==> config.mk <==
export PLATFORM = sky130hd
export DESIGN_NAME = fpa_normalize_round
export DESIGN_NICKNAME = d
export VERILOG_FILES = /design/src/rtl/fpa_pkg.sv /design/src/rtl/fpa_lzc.sv /design/src/rtl/fpa_normalize_round.sv
export SDC_FILE = /design/constraint.sdc
export NUM_CORES = 1
export LEC_CHECK = 0
export BUFFER_PORTS_ARGS = -buffer_cell sky130_fd_sc_hd__buf_4
export CORE_MARGIN = 2
export CORE_UTILIZATION = 46
export CTS_BUF_LIST = sky130_fd_sc_hd__clkbuf_4
export DETAILED_ROUTE_END_ITERATION = 8
export GPL_ROUTABILITY_DRIVEN = 0
export PLACE_DENSITY = 0.72
export SLEW_MARGIN = 20
export SYNTH_ARGS = -nofsm -noshare
export SYNTH_HDL_FRONTEND = slang
export SYNTH_SLANG_ARGS = --single-unit
export TNS_END_PERCENT = 100
==> constraint.sdc <==
create_clock -name clk -period 4.6 [get_ports clk]
set_clock_uncertainty 0.15 [all_clocks]
set_input_delay 0.46 -clock clk [delete_from_list [all_inputs] [get_ports clk]]
set_output_delay 0.46 -clock clk [all_outputs]
set_load 0.005 [all_outputs]
==> src/rtl/fpa_pkg.sv <==
// Shared constants and types for the floating-point adder back end.
package fpa_pkg;

   localparam int EXP_W   = 8;
   localparam int MAN_W   = 23;
   localparam int GRS_W   = 3;

   // Raw sum width: carry + hidden + fraction + guard/round/sticky
   localparam int RAW_W   = MAN_W + GRS_W + 2;
   // Normalised mantissa width: hidden + fraction + guard/round/sticky
   localparam int NRM_W   = MAN_W + GRS_W + 1;

   localparam int BIAS    = 127;
   localparam int EXP_MAX = 255;

   localparam logic [31:0] QNAN = 32'h7FC00000;

   typedef struct packed {
      logic             sign;
      logic [EXP_W-1:0] exp;
      logic [RAW_W-1:0] mant;
   } raw_sum_t;

endpackage

==> src/rtl/fpa_lzc.sv <==
// Leading-zero counter for the 27-bit hidden/fraction/GRS field.
// An all-zero input reports 27.
module fpa_lzc
   import fpa_pkg::*;
(
   input  logic [NRM_W-1:0] data_i,
   output logic [4:0]       count_o
);

   // Scan from LSB upward so the most significant set bit has the final say
   always_comb begin
      count_o = 5'd27;
      for (int i = 0; i < NRM_W; i++) begin
         if (data_i[i]) begin
            count_o = 5'(NRM_W - 1 - i);
         end
      end
   end

endmodule

==> src/rtl/fpa_normalize_round.sv <==
// Normalise and round-to-nearest-even the raw adder sum, then pack it as an
// IEEE-754 single. Two pipeline stages with valid/ready on both sides.
module fpa_normalize_round
   import fpa_pkg::*;
(
   input  logic             clk,
   input  logic             rst_n,
   input  logic             in_valid,
   output logic             in_ready,
   input  logic             in_sign,
   input  logic [EXP_W-1:0] in_exp,
   input  logic [RAW_W-1:0] in_mant,
   input  logic             in_special,
   input  logic [31:0]      in_special_word,
   output logic             out_valid,
   input  logic             out_ready,
   output logic [31:0]      out_data
);

   raw_sum_t         rawIn;

   logic             s1Valid_q;
   logic             s1Sign_q;
   logic [EXP_W:0]   s1Exp_q;
   logic [NRM_W-1:0] s1Mant_q;
   logic             s1Zero_q;
   logic             s1Special_q;
   logic [31:0]      s1Word_q;

   logic [EXP_W:0]   s1Exp_d;
   logic [NRM_W-1:0] s1Mant_d;
   logic             s1Zero_d;

   logic             outValid_q;
   logic [31:0]      outData_q;
   logic [31:0]      outData_d;

   logic             s1Adv;
   logic             s2Adv;

   logic [4:0]       lzcCount;
   logic [EXP_W:0]   maxShift;
   logic [EXP_W:0]   shiftAmt;
   logic [NRM_W-1:0] shifted;

   logic             roundUp;
   logic [24:0]      roundSum;
   logic [EXP_W:0]   roundExp;
   logic [MAN_W-1:0] roundFrac;

   assign rawIn = {in_sign, in_exp, in_mant};

   assign s2Adv     = !outValid_q || out_ready;
   assign s1Adv     = !s1Valid_q || s2Adv;
   assign in_ready  = s1Adv;
   assign out_valid = outValid_q;
   assign out_data  = outData_q;

   fpa_lzc uLzc (
      .data_i  (rawIn.mant[NRM_W-1:0]),
      .count_o (lzcCount)
   );

   // Stage 1: bring the leading one into the hidden position, or stop at exponent 1
   always_comb begin
      s1Exp_d  = '0;
      s1Mant_d = '0;
      s1Zero_d = 1'b0;
      maxShift = '0;
      shiftAmt = '0;
      shifted  = '0;
      if (rawIn.mant[RAW_W-1]) begin
         s1Mant_d = {rawIn.mant[RAW_W-1:2], rawIn.mant[1] | rawIn.mant[0]};
         s1Exp_d  = {1'b0, rawIn.exp} + 9'd1;
      end else if (rawIn.mant == '0) begin
         s1Zero_d = 1'b1;
      end else begin
         maxShift = (rawIn.exp == '0) ? 9'd0 : {1'b0, rawIn.exp} - 9'd1;
         shiftAmt = ({4'd0, lzcCount} < maxShift) ? {4'd0, lzcCount} : maxShift;
         shifted  = rawIn.mant[NRM_W-1:0] << shiftAmt;
         s1Mant_d = shifted;
         s1Exp_d  = {1'b0, rawIn.exp} - shiftAmt;
         if (!shifted[NRM_W-1]) begin
            s1Exp_d = '0;
         end
      end
   end

   // Stage 1 register: loads whenever the stage can advance, holds on stall
   always_ff @(posedge clk or negedge rst_n) begin
      if (!rst_n) begin
         s1Valid_q   <= 1'b0;
         s1Sign_q    <= 1'b0;
         s1Exp_q     <= '0;
         s1Mant_q    <= '0;
         s1Zero_q    <= 1'b0;
         s1Special_q <= 1'b0;
         s1Word_q    <= '0;
      end else if (s1Adv) begin
         s1Valid_q <= in_valid;
         if (in_valid) begin
            s1Sign_q    <= rawIn.sign;
            s1Exp_q     <= s1Exp_d;
            s1Mant_q    <= s1Mant_d;
            s1Zero_q    <= s1Zero_d;
            s1Special_q <= in_special;
            s1Word_q    <= in_special_word;
         end
      end
   end

   // Stage 2: round to nearest even, fix up exponent on carry, saturate to infinity
   always_comb begin
      roundUp   = s1Mant_q[2] & (s1Mant_q[1] | s1Mant_q[0] | s1Mant_q[3]);
      roundSum  = {1'b0, s1Mant_q[NRM_W-1:GRS_W]} + {24'd0, roundUp};
      roundExp  = s1Exp_q;
      roundFrac = roundSum[MAN_W-1:0];
      if (roundSum[24]) begin
         roundExp  = s1Exp_q + 9'd1;
         roundFrac = '0;
      end else if ((s1Exp_q == '0) && roundSum[23]) begin
         roundExp = 9'd1;
      end
      if (s1Special_q) begin
         outData_d = s1Word_q;
      end else if (s1Zero_q) begin
         outData_d = {s1Sign_q, 31'b0};
      end else if (roundExp >= 9'(EXP_MAX)) begin
         outData_d = {s1Sign_q, 8'hFF, 23'h0};
      end else begin
         outData_d = {s1Sign_q, roundExp[EXP_W-1:0], roundFrac};
      end
   end

   // Output register: holds the word steady while the consumer stalls
   always_ff @(posedge clk or negedge rst_n) begin
      if (!rst_n) begin
         outValid_q <= 1'b0;
         outData_q  <= '0;
      end else if (s2Adv) begin
         outValid_q <= s1Valid_q;
         if (s1Valid_q) begin
            outData_q <= outData_d;
         end
      end
   end

endmodule
# [After elaboration in Yosys (flattened, before gate mapping)]
# Cells that the tools add are included.
[word_totals] regBits=105 latch_bits=0 mem_bits_rw=0 mem_bits_ro=0 input_bits=74 elab_cells=73 memories=0
[classes] add_sub_neg=5 n_mul=0 n_div=0 n_lt_le_gt_ge=2 eq_ne=0 shifts=1 muxes=42 bitwise_logic=4 n_reduce_logical=10
[op_table] operator="two-way mux 5 bit" count=16
[op_table] operator="two-way mux 9 bit" count=7
[op_table] operator="two-way mux 31 bit" count=2
[op_table] operator="two-way mux 27 bit" count=2
[op_table] operator="two-way mux 32 bit" count=1
[op_table] operator="two-way mux 4 bit" count=8
[op_table] operator="zero test 28 bit" count=1
[op_table] operator="left shift 27 x 9 -> 27 bit" count=1
[op_table] operator="adder 24 x 1 -> 25 bit" count=1
[op_table] operator="two-way mux 23 bit" count=1
[op_table] operator="adder 8 x 1 -> 9 bit (second input constant)" count=1
[op_table] operator="adder 9 x 1 -> 9 bit (second input constant)" count=1
[op_table] operator="greater-or-equal comparator 9 x 8 -> 1 bit (second input constant)" count=1
[op_table] operator="zero test 9 bit" count=1
[op_table] operator="less-than comparator 5 x 9 -> 1 bit" count=1
[op_table] operator="subtractor 8 x 1 -> 9 bit (second input constant)" count=1
[op_table] operator="subtractor 8 x 9 -> 9 bit" count=1
[op_table] operator="zero test 8 bit" count=1
[op_table] operator="two-way mux 2 bit" count=2
[op_table] operator="AND reduction 2 bit" count=2
[op_table] operator="two-way mux 1 bit" count=3
[op_table] operator="bitwise OR 1 bit" count=3
[op_table] operator="zero test 1 bit" count=2
[op_table] operator="logical OR 1 bit" count=2
[op_table] operator="2 further kinds" count=2

# [Longest topological paths before layout]
[depth] depth_word=33 depth_mapped=25 depth_no_buf=22

# [Cells and area by module]
# From an unflattened synthesis, not the netlist that was laid out.
[unflattened] hier_cells=991 area_unflattened_um2=7920.1
[by_module_without_submodules] module="fpa_normalize_round" n_inst=1 cells_each=940 area_per_inst_um2=7642.3
[by_module_without_submodules] module="fpa_lzc" n_inst=1 cells_each=51 area_per_inst_um2=277.8

# [Worst setup path after synthesis]
# Ideal clock, no wire load.
[synth_path] path_kind="input -> register" start="input port in_exp[0]" end="register s1Exp_q[8]" arrival_time_ns=4.962 t_required_ns=4.374 path_slack_ns=-0.588 cell_stages=24 n_path_buf=4 cell_sequence="buf_2 inv_1 ha_1 and3_1 nor2_1 inv_1 ha_1 a21oi_1 o21ai_0 a41oi_1 a211o_1 a22oi_2 buf_2 buf_4 buf_4 ha_1 nor2b_1 o21ai_0 nand2b_1 a21o_1 a21o_1 a21o_1 a211o_1 o21ai_1"
[synth_between] elab_chain_len=8 word_cells_on_any_way=11 classes_between="add/sub: 3; order compare: 1; shift: 1; mux: 5; reduce/logical: 1"
[synth_rtl] item="start: declaration" line_no="fpa_normalize_round.sv:11" text="input logic [EXP_W-1:0] in_exp,"
[synth_rtl] item="subtractor 8 x 1 -> 9 bit or zero test 8 bit (tied branches)" line_no="fpa_normalize_round.sv:78" text="maxShift = (rawIn.exp == '0) ? 9'd0 : {1'b0, rawIn.exp} - 9'd1;"
[synth_rtl] item="two-way mux 9 bit" line_no="fpa_normalize_round.sv:78"
[synth_rtl] item="less-than comparator 5 x 9 -> 1 bit" line_no="fpa_normalize_round.sv:79" text="shiftAmt = ({4'd0, lzcCount} < maxShift) ? {4'd0, lzcCount} : maxShift;"
[synth_rtl] item="two-way mux 9 bit" line_no="fpa_normalize_round.sv:79"
[synth_rtl] item="subtractor 8 x 9 -> 9 bit or left shift 27 x 9 -> 27 bit (tied branches)" line_no="fpa_normalize_round.sv:82, fpa_normalize_round.sv:80"
[synth_rtl] item="two-way mux 9 bit" line_no="fpa_normalize_round.sv:83" text="if (!shifted[NRM_W-1]) begin"
[synth_rtl] item="two-way mux 9 bit" line_no="fpa_normalize_round.sv:75" text="end else if (rawIn.mant == '0) begin"
[synth_rtl] item="two-way mux 9 bit (*)" line_no="fpa_normalize_round.sv:72" text="if (rawIn.mant[RAW_W-1]) begin"
[synth_rtl] item="end signal: assignment" line_no="fpa_normalize_round.sv:103" text="s1Exp_q <= s1Exp_d;"
[synth_rtl] item="end: declaration" line_no="fpa_normalize_round.sv:24" text="logic [EXP_W:0] s1Exp_q;"
# Mark *: on every way between the ends. The rest lies on a longest branch, timed or not.
# A chain may end at the register's enable or synchronous reset.

# [Worst setup path in the final report]
[layout_path] start="input port in_mant[10]" end="register s1Exp_q[7]"
[layout_between] elab_chain_len=23 word_cells_on_any_way=25 classes_between="add/sub: 1; order compare: 1; shift: 1; mux: 21; reduce/logical: 1"
[layout_rtl] item="start: declaration" line_no="fpa_normalize_round.sv:12" text="input logic [RAW_W-1:0] in_mant,"
[layout_rtl] item="two-way mux 4 bit" line_no="fpa_lzc.sv:14" text="if (data_i[i]) begin"
[layout_rtl] item="two-way mux 5 bit (16 in series)" line_no="fpa_lzc.sv:14"
[layout_rtl] item="less-than comparator 5 x 9 -> 1 bit" line_no="fpa_normalize_round.sv:79"
[layout_rtl] item="two-way mux 9 bit" line_no="fpa_normalize_round.sv:79"
[layout_rtl] item="subtractor 8 x 9 -> 9 bit or left shift 27 x 9 -> 27 bit (tied branches)" line_no="fpa_normalize_round.sv:82, fpa_normalize_round.sv:80"
[layout_rtl] item="two-way mux 9 bit" line_no="fpa_normalize_round.sv:83"
[layout_rtl] item="two-way mux 9 bit (*)" line_no="fpa_normalize_round.sv:75"
[layout_rtl] item="two-way mux 9 bit (*)" line_no="fpa_normalize_round.sv:72"
# Marks and branches as above.

==> impl_metrics.toml <==
[run_status]
status = "complete, no violations"

[power_and_ir_drop]
power.total_mw = 2.76
powerDensity_nw_per_um2 = 298
p_int_mw = 1.78
swShare = 0.355
power_switching_uw = 978
pwr-share-clk = 0.199
p_leak_nw = 4.30
ir_drop_uv = 169
power_frac_seq = 0.451
comb_power_share = 0.349

[final_layout]
final_common_cell = "nand2_1"
drive_gt1_frac = 0.217
nets = 1128
final_cells = 1261
final_area_sq_um = 9250
mostFrequentLayoutCells = "nand2_1 (210), buf_4 (145), dfrtp_1 (105)"
area_growth_pct = 19.5
post-route-util = 0.560

[global_routing]
grt_use_total = 0.241
antenna_found_initial = 1
grt_pass1_vias = 6739
grt_pass1_wl_um = 35100
grt_max_degree = 73
overflow = 0

[route]
via_per_inst = 5.63
vias = 7100
drt-total-wl_um = 21300
wl_per_cell_um = 16.9
drc = 0
ant_nets = 0
first_iter_violations = 663
dr.pass1.iters = 5

[sta]
setup-tns-final_ns = 0
finalSetupViolations = 0
grt_setup_unrepaired = "false"
worst_slack_ns = 0.398
finalCritPeriodShare = 0.914
relSlewSlack = 0.345
hold_violations = 0
post-route-min-period_ns = 4.20
fmax_mhz = 238
whs_ns = 0.0182
tightest_slew_ns = 0.979
drv_slew = 0

[die]
core_sq_um = 16500
start_util = 0.469
io_pins = 108
die_h_um = 134
dieWidth_um = 134
die_area_sq_um = 17900
num_rows = 47

[synth]
yosys_warnings = 0
synth_edf_count = 0
async_flop_share = 1.00
syn_area_sq_um = 7740
ys_types = 77
synth.top_cell.area_share = 0.339
yosysSeqAreaShare = 0.339
synthFlopType = "dfrtp_1"
netlist_instances = 929
synth-seq-cells = 105
synth_area_leaders = "dfrtp_1 (34%), nand2_1 (10%), mux2i_1 (9.3%)"
yosysTopAreaCell = "dfrtp_1"
avgSynthCellArea_sq_um = 8.33

[setup_path]
path_delay_family = "compound AO/OA/AOI/OAI gates"
r2r_start = "s1Mant_q[2]"
crit_path_start = "in_mant[10]"
crit_type = "in2reg"
end_kind = "flip-flop"
crit_path_frequent_cell = "a21o_1"
cp_slowest_cell = "nor4_1"
crit_chain = "buf_4 -> nor4_1 -> nand2b_1 -> nand2_1 -> a21oi_1 -> nor2_1 -> ha_4 -> a21oi_2 -> o21ai_4 -> nor3_4 -> a211oi_4 -> mux2_4 -> inv_6 -> ha_4 -> nor2b_1 -> o21ai_1 -> nand2b_1 -> a21o_1 -> a21o_1 -> a21o_1 -> a21oi_2 -> xor2_1 -> o31ai_1"
required_ns = 4.83
max_stage_delay_ns = 0.39
startpoint_type = "primary input"
critPathMaxFanout = 7
arrival_ns = 4.44
cp_num_buf_inv = 2

[clock_network]
cts-resized-gates = 0
cts_root_buffer = "clkbuf_4"
cts_tree = "yes"
cts-hold-fix-buffers = 4
clk_latency_ns = 0.47
postCtsSetupBuffers = 0
clockBufferDepth = 2
cts.sink_count = 105
cts_made_buffers = 9
cts_max_level = 3
clk_pin_slew_ns = 0.17

[placement]
io_buffers = 107
post-place-cells = 1239
place_area_sq_um = 9030
dp_slack_ns = -0.0872
hpwlAfterDp_um = 16300

[hold_path]
holdCritPathClass = "in2reg"
min_from = "in_special_word[27]"

[flow_run]
drv_cap = 0
==> tightest hold or removal path: stages <==
cell	delay (ns)
buf_4	0.08
nand2_1	0.04
nand2_1	0.05
==> area by class of cell <==
| cell class | count | area [sq um] |
|---|---|---|
| fill | 1554 | 7270 |
| sequential | 105 | 2630 |
| tap | 220 | 275 |
| timing repair buffer | 152 | 1180 |
| antenna | 1 | 2.50 |
| inverter | 22 | 92.6 |
| multi-input combinational | 745 | 4910 |
| clock buffer | 10 | 75.1 |
| clock inverter | 6 | 88.8 |
==> power groups by stage <==
stage / registers (mW) / logic (mW) / clock network [mW]
floorplan: 1.22 / 0.581 / 0
global placement: 1.26 / 0.940 / 0
detailed placement: 1.26 / 0.957 / 0
CTS: 1.24 / 0.965 / 0.558
global route: 1.27 / 1.07 / 0.600
finish: 1.24 / 0.963 / 0.549
==> flip-flops by register name, indices dropped and copies added, names as in the netlist <==
register     count
s1Word_q        32
s1Special_q      1
s1Exp_q          9
out_valid        1
s1Sign_q         1
s1Zero_q         1
out_data        32
s1Valid_q        1
s1Mant_q        27
==> per-layer routing <==
layer / track usage / vias up / wire (um)
li1: - / 3512 / -
met1: 0.364 / 3331 / 10400
met2: 0.371 / 237 / 9490
met3: 0.0266 / 20 / 1200
met4: 0.0556 / 0 / 267
met5: 0 / - / 0
==> logic make-up after synthesis <==
group                      after synthesis  synth area share
muxes                                   85             0.113
other                                    1          0.000484
buffers and inverters                   81            0.0488
DFF                                    105             0.339
AOI/OAI and AO/OA                      207             0.187
xor gates and xnor gates                41            0.0473
and+or+nand+nor                        390             0.232
adders and majority gates               19            0.0317
==> Yosys cell counts, types with 8 or more instances <==
cell / instances
clkbuf_1: 35
dfrtp_1: 105
nor2_1: 64
mux2i_1: 72
xnor2_1: 16
inv_1: 19
xor2_1: 24
nand3_1: 16
nand2b_1: 15
o21ai_0: 31
nand4_1: 10
and2_1: 12
buf_2: 10
mux2_2: 11
ha_1: 18
o221ai_1: 24
o22ai_1: 14
a21oi_1: 59
a21o_1: 8
nand2_1: 213
a22oi_1: 9
nor3_1: 14
==> final timing paths <==
check,end,slack (ns),cells past startpoint
worst max-delay path,s1Exp_q[7],0.40,23
max in group asynchronous,s1Word_q[14],2.81,3
min in group asynchronous,out_data[16],0.48,2
worst min register to register,s1Word_q[20],0.34,2
worst max register to register,out_data[17],0.90,12
worst min-delay path,s1Word_q[27],0.02,3
(Power assumes the default switching activity.)
